`config.mk`:
```
export PLATFORM = sky130hd
export DESIGN_NAME = tff_bank_sync_reset
export DESIGN_NICKNAME = d
export VERILOG_FILES = /design/src/rtl/tff_bank_sync_reset.sv
export SDC_FILE = /design/constraint.sdc
export NUM_CORES = 1
export LEC_CHECK = 0
export BUFFER_PORTS_ARGS = -buffer_cell sky130_fd_sc_hd__buf_2
export CORE_MARGIN = 2
export CORE_UTILIZATION = 41
export CTS_BUF_LIST = sky130_fd_sc_hd__clkbuf_8 sky130_fd_sc_hd__clkbuf_16
export DETAILED_ROUTE_END_ITERATION = 10
export MAX_ROUTING_LAYER = met4
export PLACE_DENSITY = 0.81
export SYNTH_ARGS = -nofsm -noshare
export SYNTH_HDL_FRONTEND = slang
export SYNTH_SLANG_ARGS = --single-unit
export TNS_END_PERCENT = 1
```
`constraint.sdc`:
```
create_clock -name clk -period 1.5 [get_ports clk]
set_clock_uncertainty 0.05 [all_clocks]
set_input_delay 0.225 -clock clk [delete_from_list [all_inputs] [get_ports clk]]
set_output_delay 0.225 -clock clk [all_outputs]
set_load 0.005 [all_outputs]
```
`src/rtl/tff_bank_sync_reset.sv`:
```
// Bank of WIDTH toggle flip-flops with a stretched synchronous reset, parallel load
// and an optional saturating toggle-event counter (enable with `define TFF_BANK_CNT_EN).
module tff_bank_sync_reset #(
  parameter int WIDTH      = 8,
  parameter int RST_STAGES = 2,
  parameter int CNT_W      = 16
) (
  input  logic             clk,
  input  logic             reset,
  input  logic [WIDTH-1:0] data,
  input  logic             load,
  input  logic [WIDTH-1:0] load_val,
  input  logic             clr_cnt,
  output logic [WIDTH-1:0] q,
  output logic             any_tgl,
  output logic [CNT_W-1:0] tgl_cnt,
  output logic             rst_busy
);

  localparam logic [RST_STAGES-1:0] PIPE_ONE = RST_STAGES'(1);

  logic [RST_STAGES-1:0] rst_pipe;
  logic                  int_rst;

  // Release stretcher: ones walk in from bit 0 once reset goes high.
  // NOTE: sequential state uses non-blocking (<=) so every flop samples pre-edge values.
  always_ff @(posedge clk) begin
    if (!reset) rst_pipe <= '0;
    else        rst_pipe <= (rst_pipe << 1) | PIPE_ONE;
  end

  assign int_rst = !reset || !rst_pipe[RST_STAGES-1];

  // Load beats toggle; internal reset beats both.
  always_ff @(posedge clk) begin
    rst_busy <= int_rst;
    if (int_rst) begin
      q       <= '0;
      any_tgl <= 1'b0;
    end else if (load) begin
      q       <= load_val;
      any_tgl <= 1'b0;
    end else begin
      q       <= q ^ data;
      any_tgl <= |data;
    end
  end

`ifdef TFF_BANK_CNT_EN
  function automatic logic [CNT_W-1:0] popcount(input logic [WIDTH-1:0] v);
    logic [CNT_W-1:0] n;
    n = '0;
    for (int i = 0; i < WIDTH; i++) n = n + CNT_W'(v[i]);
    return n;
  endfunction

  logic [CNT_W-1:0] inc;
  logic [CNT_W-1:0] base;
  logic [CNT_W:0]   sum;
  logic [CNT_W-1:0] cnt_next;

  // Clear zeroes the base, so same-cycle toggles still land in the count.
  // NOTE: always_comb assigns every output unconditionally, so no latch can form.
  always_comb begin
    inc      = load ? '0 : popcount(data);
    base     = clr_cnt ? '0 : tgl_cnt;
    sum      = {1'b0, base} + {1'b0, inc};
    cnt_next = sum[CNT_W] ? '1 : sum[CNT_W-1:0];
  end

  always_ff @(posedge clk) begin
    if (int_rst) tgl_cnt <= '0;
    else         tgl_cnt <= cnt_next;
  end
`else
  logic unused_clr_cnt;
  assign unused_clr_cnt = clr_cnt;
  assign tgl_cnt        = '0;
`endif

endmodule

```
==> reports/qor.csv, run 1 <==
metric,value,unit
Fmax,1020,MHz
WL/cell,9.56,um
Max Cap Viol,0,
"most common cell after layout, fill and taps aside",buf_2,
CP startpoint kind,flop,
IO buf count,28,
Die Width,43.0,um
sequential fraction of the synthesis area,38.6,%
Setup TNS,0,ns
First-pass DRT Iterations,2,
Pwr Density,1020,nW/um2
Pleak,0.476,nW
htree depth,1,
Yosys reg bits,12,
outcome,"finished, final reports clean",
min cycle time layout,0.982,ns
DIE AREA,1850,um2
post-DP HPWL,827,um
Max clock buf depth,2,
RePlAce Congestion,0.734,
FP Rows,14,
synth warn,0,
# clock sinks,12,
via density per instance,4.38,
"Max FO, Critical Path",9,
Worst setup EP type,flop,
"slowest stage cell, crit path",and2_1,
initial antenna violation count,0,
cells after synthesis,61,
fraction of layout cells with a size suffix above 1,36.7,%
largest net degree at the start of global routing,18,
final slew viol count,0,
TritonCTS clock tree,yes,
clk slew on worst S/H paths,0.05,ns
# setup viols final,0,
Vias,464,
Nets,111,
vias in the first global route,426,
period utilization,65.4,%
RSZ-0062 raised after global routing,false,
Synth cell types,11,
Setup Buffers After CTS,0,
"Req. time, crit path",1.60,ns
hold crit path type,in2reg,
Post-CTS Resized,0,
Fin Hold WS,0.0536,ns
Final ANT Viol Nets,0,
final worst slack,0.518,ns
Post-Syn Area,623,um2
final-report hold violation count,0,
Util after Layout,51.1,%
pre-CTS WS,0.467,ns
Die Ht,43.0,um
CP arrival,1.09,ns
CTS root buffer,clkbuf_8,
cts bufs inserted,3,
Routed WL,1010,um
Ant. Diodes,0,
Core ar.,1470,um2
total gr overflow,0,
Iter 0 DRT Violations,1,
first-pass GRT wire length,1760,um
"Cell Chain, Critical Path",and2_1 -> inv_2 -> a211oi_1,
gr usage total,13.4,%
critical path type,reg2reg,
most frequent cells in the layout,"buf_2, conb_1, dfxtp_1",
initial core utilization,42.3,%
DRC,0,
Max IR drop VDD,0.799,mV
# hold bufs at CTS,0,
Power Total,0.767,mW
CP peak stage delay,0.33,ns
IO Count,46,
Worst-Skew Late Latency,0.24,ns
Area growth syn-to-layout,20.7,%
syn avg cell area,10.2,um2
[through the flow]
step                      instance area, um2  cells
after global placement                   697    102
after CTS                                752    106
after floorplan                          679     76
after global routing                     752    106
after detailed placement                 697    102
final                                    752    106
[logic make-up (layout without fill, tap and decap cells)]
family | count (synthesis) | after routing | synth area share, %
xor gates and xnor gates | 8 | 8 | 11.2
AOI/OAI and AO/OA | 9 | 9 | 14.1
DFF | 12 | 12 | 38.6
and+or+nand+nor | 12 | 12 | 12.0
other | 1 | 16 | 0.602
buffers and inverters | 19 | 33 | 23.5
[registers in the layout, indices dropped and copies added (netlist names)]
signal / count
rst_busy: 1
q: 8
rst_pipe: 2
any_tgl: 1
[report_power, final]
group	leakage (nW)	switching, mW	total, mW	internal, mW
combinational	0.349	0.0431	0.0843	0.0412
clock	0.0288	0.115	0.346	0.232
sequential	0.0983	0.00516	0.336	0.331
[worst max-delay path: cells and delay by family (launching register included)]
kind / cells / cell delay [ns]
buffers and inverters: 1 / 0.06
DFF: 1 / 0.30
and+or+nand+nor: 1 / 0.33
AOI/OAI and AO/OA: 1 / 0.17
[final cells by class]
type	instances	area [um2]
Sequential cell	12	240
Clock buffer	4	55.1
Inverter	1	3.75
Fill cell	149	719
Timing Repair Buffer	28	140
Multi-Input combinational cell	45	293
Tap cell	16	20.0
[Yosys cell counts]
cell type	count	area (um2)
a211oi_1	1	7.51
and2_1	2	12.5
buf_4	16	120
buf_6	2	22.5
conb_1	1	3.75
dfxtp_1	12	240
inv_2	1	3.75
nand2b_1	8	50.1
nor4_1	2	12.5
o211a_1	8	80.1
xor2_1	8	70.1
[final timing paths]
path                     from           to  slack (ns)  cells after the start
setup / recovery  rst_pipe[1]      any_tgl        0.52                      3
hold / removal          reset  rst_pipe[0]        0.05                      1
setup reg to reg  rst_pipe[1]      any_tgl        0.52                      3
hold reg to reg   rst_pipe[0]  rst_pipe[1]        0.38                      1
[routing by layer]
layer / wire (um) / share of wire, % / track usage, %
met5: 0 / 0 / -
met4: 8 / 0.79 / 3.64
met3: 116 / 11 / 8.51
met2: 494 / 49 / 22.4
met1: 394 / 39 / 12.9
Power figures use the tool's default switching activity.
==> run 2: changes to the inputs <==
- CORE_UTILIZATION: 41 -> 38
- PLACE_DENSITY: 0.81 -> 0.76
- clock period: 1.5 -> 1 ns (I/O delays scaled with it)
==> reports/qor.csv, run 2 (synthesized netlist as in run 1, its figures left out) <==
metric,value,unit
FP Rows,14,
hold crit path type,in2reg,
CP arrival,0.70,ns
initial core utilization,40.9,%
First-pass DRT Iterations,3,
most frequent cells in the layout,"buf_2, conb_1, dfxtp_1",
WP depth,1,
Reg2Reg Depth,3,
FILL cells,158,
final-report hold violation count,0,
htree depth,1,
Pleak,0.481,nW
final worst slack,0.0958,ns
Core ar.,1520,um2
final slew viol count,0,
min cycle time layout,0.904,ns
Critical Path End,q[5],
gr usage total,12.5,%
Max clock buf depth,2,
critical path type,reg2out,
TritonCTS clock tree,yes,
"Req. time, crit path",0.80,ns
Max Cap Viol,0,
crit path buf inv count,1,
post-DP HPWL,785,um
final non-filler cell total,107,
# clock sinks,12,
clk slew on worst S/H paths,0.05,ns
Largest register FFs,8,
Die Ht,44.5,um
biggest regs,"q (8), rst_pipe (2)",
RePlAce Congestion,0.641,
IO Count,46,
IO buf count,28,
total gr overflow,0,
top register by number of flip-flops,q,
pre-CTS WS,0.0382,ns
initial antenna violation count,0,
via density per instance,4.28,
RSZ-0062 raised after global routing,false,
Max IR drop VDD,1.04,mV
period utilization,90.4,%
fraction of layout cells with a size suffix above 1,37.4,%
Worst-Skew Late Latency,0.24,ns
DIE AREA,1980,um2
"Max FO, Critical Path",2,
CP startpoint kind,flop,
"most common cell after layout, fill and taps aside",buf_2,
Die Width,44.5,um
CP peak stage delay,0.34,ns
DRC,0,
Worst path top cell family by delay,flip-flops,
CP Launch Point,q[5],
largest net degree at the start of global routing,18,
Vias,458,
first-pass GRT wire length,1650,um
outcome,"finished, final reports clean",
Fin Hold WS,0.0827,ns
"Cell Chain, Critical Path",buf_2,
R2R setup slack,0.14,ns
Setup TNS,0,ns
vias in the first global route,401,
CTS root buffer,clkbuf_8,
Iter 0 DRT Violations,2,
# setup viols final,0,
Nets,112,
Area growth syn-to-layout,22.5,%
Worst setup EP type,output port,
WL/cell,9.55,um
Final ANT Viol Nets,0,
Util after Layout,50.1,%
Routed WL,1020,um
Fmax,1110,MHz
Worst R2R Start,rst_pipe[1],
"slowest stage cell, crit path",dfxtp_1,
Ant. Diodes,0,
placed cell count,102,
Setup Buffers After CTS,0,
Pwr Density,1520,nW/um2
Crit Reg-Reg Endpoint,any_tgl,
cts bufs inserted,3,
run 2: changes by cell type in the layout (fill, tap and decap cells not counted):
cell           change
dlygate4sd3_1      +1
and2_1             -1
and2_2             +1
run 2: through the flow:
step	cell area (um2)	power [mW]
after floorplan	679	0.630
after global placement	697	0.638
after detailed placement	697	0.642
after CTS	762	1.19
after global routing	763	1.22
final	763	1.16
run 2: what timing repair did:
item,4_1_cts,5_1_grt
hold buffers,1,0
endpoints found under the setup margin,0,1
gates resized for setup,0,1
hold endpoints to repair,1,0
run 2: where the power goes:
part | switching, mW | internal [mW] | total (mW)
combinational | 0.0653 | 0.0647 | 0.130
clock | 0.179 | 0.348 | 0.527
sequential | 0.00788 | 0.497 | 0.505
total | 0.252 | 0.909 | 1.16
run 2: layer usage:
| layer | routed length, um | part of all wire (%) | GRT usage, % |
|---|---|---|---|
| met1 | 415 | 41 | 12.9 |
| met2 | 457 | 45 | 19.1 |
| met3 | 126 | 12 | 4.90 |
| met4 | 23 | 2.3 | 9.09 |
| met5 | 0 | 0 | - |
run 2: area by class of cell:
type	instances	area [um2]	area share [%]
Timing Repair Buffer	29	150	19.7
Sequential cell	12	240	31.5
Multi-Input combinational cell	45	294	38.5
Clock buffer	4	55.1	7.21
Inverter	1	3.75	0.492
Tap cell	16	20.0	2.62
run 2: how the worst min path moves through the flow:
stage                     slack, ns  cells after the start           to  startpoint
after floorplan                0.13                      0  rst_pipe[0]       reset
after global placement         0.22                      1  rst_pipe[0]       reset
after detailed placement       0.23                      1  rst_pipe[0]       reset
after CTS                      0.07                      2  rst_pipe[1]       reset
after global routing           0.10                      2  rst_pipe[1]       reset
final                          0.08                      2  rst_pipe[1]       reset
==> run 3: changes to the inputs <==
--- a/config.mk
+++ b/config.mk
@@ -9,3 +9,3 @@
 export CORE_MARGIN = 2
-export CORE_UTILIZATION = 38
+export CORE_UTILIZATION = 41
 export CTS_BUF_LIST = sky130_fd_sc_hd__clkbuf_8 sky130_fd_sc_hd__clkbuf_16
@@ -13,3 +13,3 @@
 export MAX_ROUTING_LAYER = met4
-export PLACE_DENSITY = 0.76
+export PLACE_DENSITY = 0.81
 export SYNTH_ARGS = -nofsm -noshare
==> constraint.sdc (replaced) <==
create_clock -name clk -period 1.1 [get_ports clk]
set_clock_uncertainty 0.05 [all_clocks]
set_input_delay 0.055 -clock clk [delete_from_list [all_inputs] [get_ports clk]]
set_output_delay 0.055 -clock clk [all_outputs]
set_load 0.005 [all_outputs]
==> reports/qor.csv, run 3 (synthesized netlist as in run 1, its figures left out) <==
metric,value,unit
outcome,"finished, final reports clean",
Worst setup EP type,flop,
DRC,0,
final non-filler cell total,107,
# clock sinks,12,
DIE AREA,1850,um2
hold crit path type,in2reg,
"most common cell after layout, fill and taps aside",buf_2,
total gr overflow,0,
cts bufs inserted,3,
Max Cap Viol,0,
Crit Reg-Reg Endpoint,any_tgl,
Max clock buf depth,2,
via density per instance,4.35,
Nets,112,
FILL cells,154,
post-DP HPWL,827,um
Pwr Density,1370,nW/um2
RSZ-0062 raised after global routing,false,
Worst-Skew Late Latency,0.23,ns
htree depth,1,
Routed WL,1030,um
initial antenna violation count,0,
RePlAce Congestion,0.737,
CP startpoint kind,flop,
period utilization,82.2,%
DP Area,697,um2
Reg2Reg Depth,3,
final non-filler cell area,763,um2
Max IR drop VDD,0.859,mV
WL/cell,9.63,um
Fmax,1110,MHz
CP Launch Point,rst_pipe[1],
Ant. Diodes,0,
critical path type,reg2reg,
final slew viol count,0,
final-report hold violation count,0,
Reg area,240,um2
Area growth syn-to-layout,22.5,%
"Req. time, crit path",1.19,ns
fraction of layout cells with a size suffix above 1,37.4,%
Multi-input gate area,294,um2
Die Ht,43.0,um
Pleak,0.481,nW
Setup TNS,0,ns
first-pass GRT wire length,1650,um
R2R setup slack,0.20,ns
CP arrival,1.00,ns
FP Rows,14,
placed cell count,102,
most frequent cells in the layout,"buf_2, conb_1, dfxtp_1",
min cycle time layout,0.904,ns
Setup Buffers After CTS,0,
clk slew on worst S/H paths,0.05,ns
IO Count,46,
# setup viols final,0,
TritonCTS clock tree,yes,
Vias,465,
biggest regs,"q (8), rst_pipe (2)",
initial core utilization,42.3,%
CTS root buffer,clkbuf_8,
IO buf count,28,
top register by number of flip-flops,q,
Worst R2R Start,rst_pipe[1],
Die Width,43.0,um
vias in the first global route,414,
Largest register FFs,8,
gr usage total,12.0,%
Core ar.,1470,um2
"Max FO, Critical Path",9,
First-pass DRT Iterations,3,
Iter 0 DRT Violations,4,
largest net degree at the start of global routing,18,
Power Total,1.04,mW
Critical Path End,any_tgl,
Fin Hold WS,0.0827,ns
Final ANT Viol Nets,0,
## run 3: metrics by stage
stage | setup WS [ns] | util, %
2_1_floorplan | 0.287 | -
3_3_place_gp | 0.148 | 47.4
3_5_place_dp | 0.0909 | 47.4
4_1_cts | 0.0722 | 51.8
5_1_grt | 0.108 | 51.9
6_report | 0.196 | 51.9
## run 3: report_power, final
group	total, mW	internal, mW	switching (mW)
registers	0.459	0.452	0.00736
clock network	0.467	0.315	0.152
logic	0.119	0.0588	0.0601
## run 3: layout make-up
cell class,count,area share (%)
clock buffer,4,7.21
inverter,1,0.492
multi-input combinational,45,38.5
sequential,12,31.5
tap,16,2.62
timing repair buffer,29,19.7
## run 3: what timing repair did
item                                   in CTS  in global routing
gates resized for setup                     0                  1
setup endpoints to repair                   0                  1
endpoints found under the hold margin       2                  0
hold buffers                                1                  0
## run 3: how the worst min path moves through the flow
stage	from	end	slack [ns]	cells past startpoint
floorplan	reset	rst_pipe[0]	0.03	0
global placement	reset	rst_pipe[0]	0.13	1
detailed placement	reset	rst_pipe[0]	0.13	1
CTS	load_val[7]	q[7]	0.08	3
global route	load_val[1]	q[1]	0.10	3
finish	load_val[2]	q[2]	0.08	3
## run 3: per-layer routing
| metal | up-vias | GRT usage (%) | routed length, um |
|---|---|---|---|
| li1 | 230 | - | - |
| met1 | 213 | 13.7 | 423 |
| met2 | 22 | 20.6 | 526 |
| met3 | 0 | 4.26 | 80 |
| met4 | 0 | 1.82 | 0 |
| met5 | - | - | 0 |
## run 3: critical path: stages (launching register included)
cell      delay, ns
dfxtp_1        0.30
and2_2         0.24
inv_2          0.05
a211oi_1       0.17
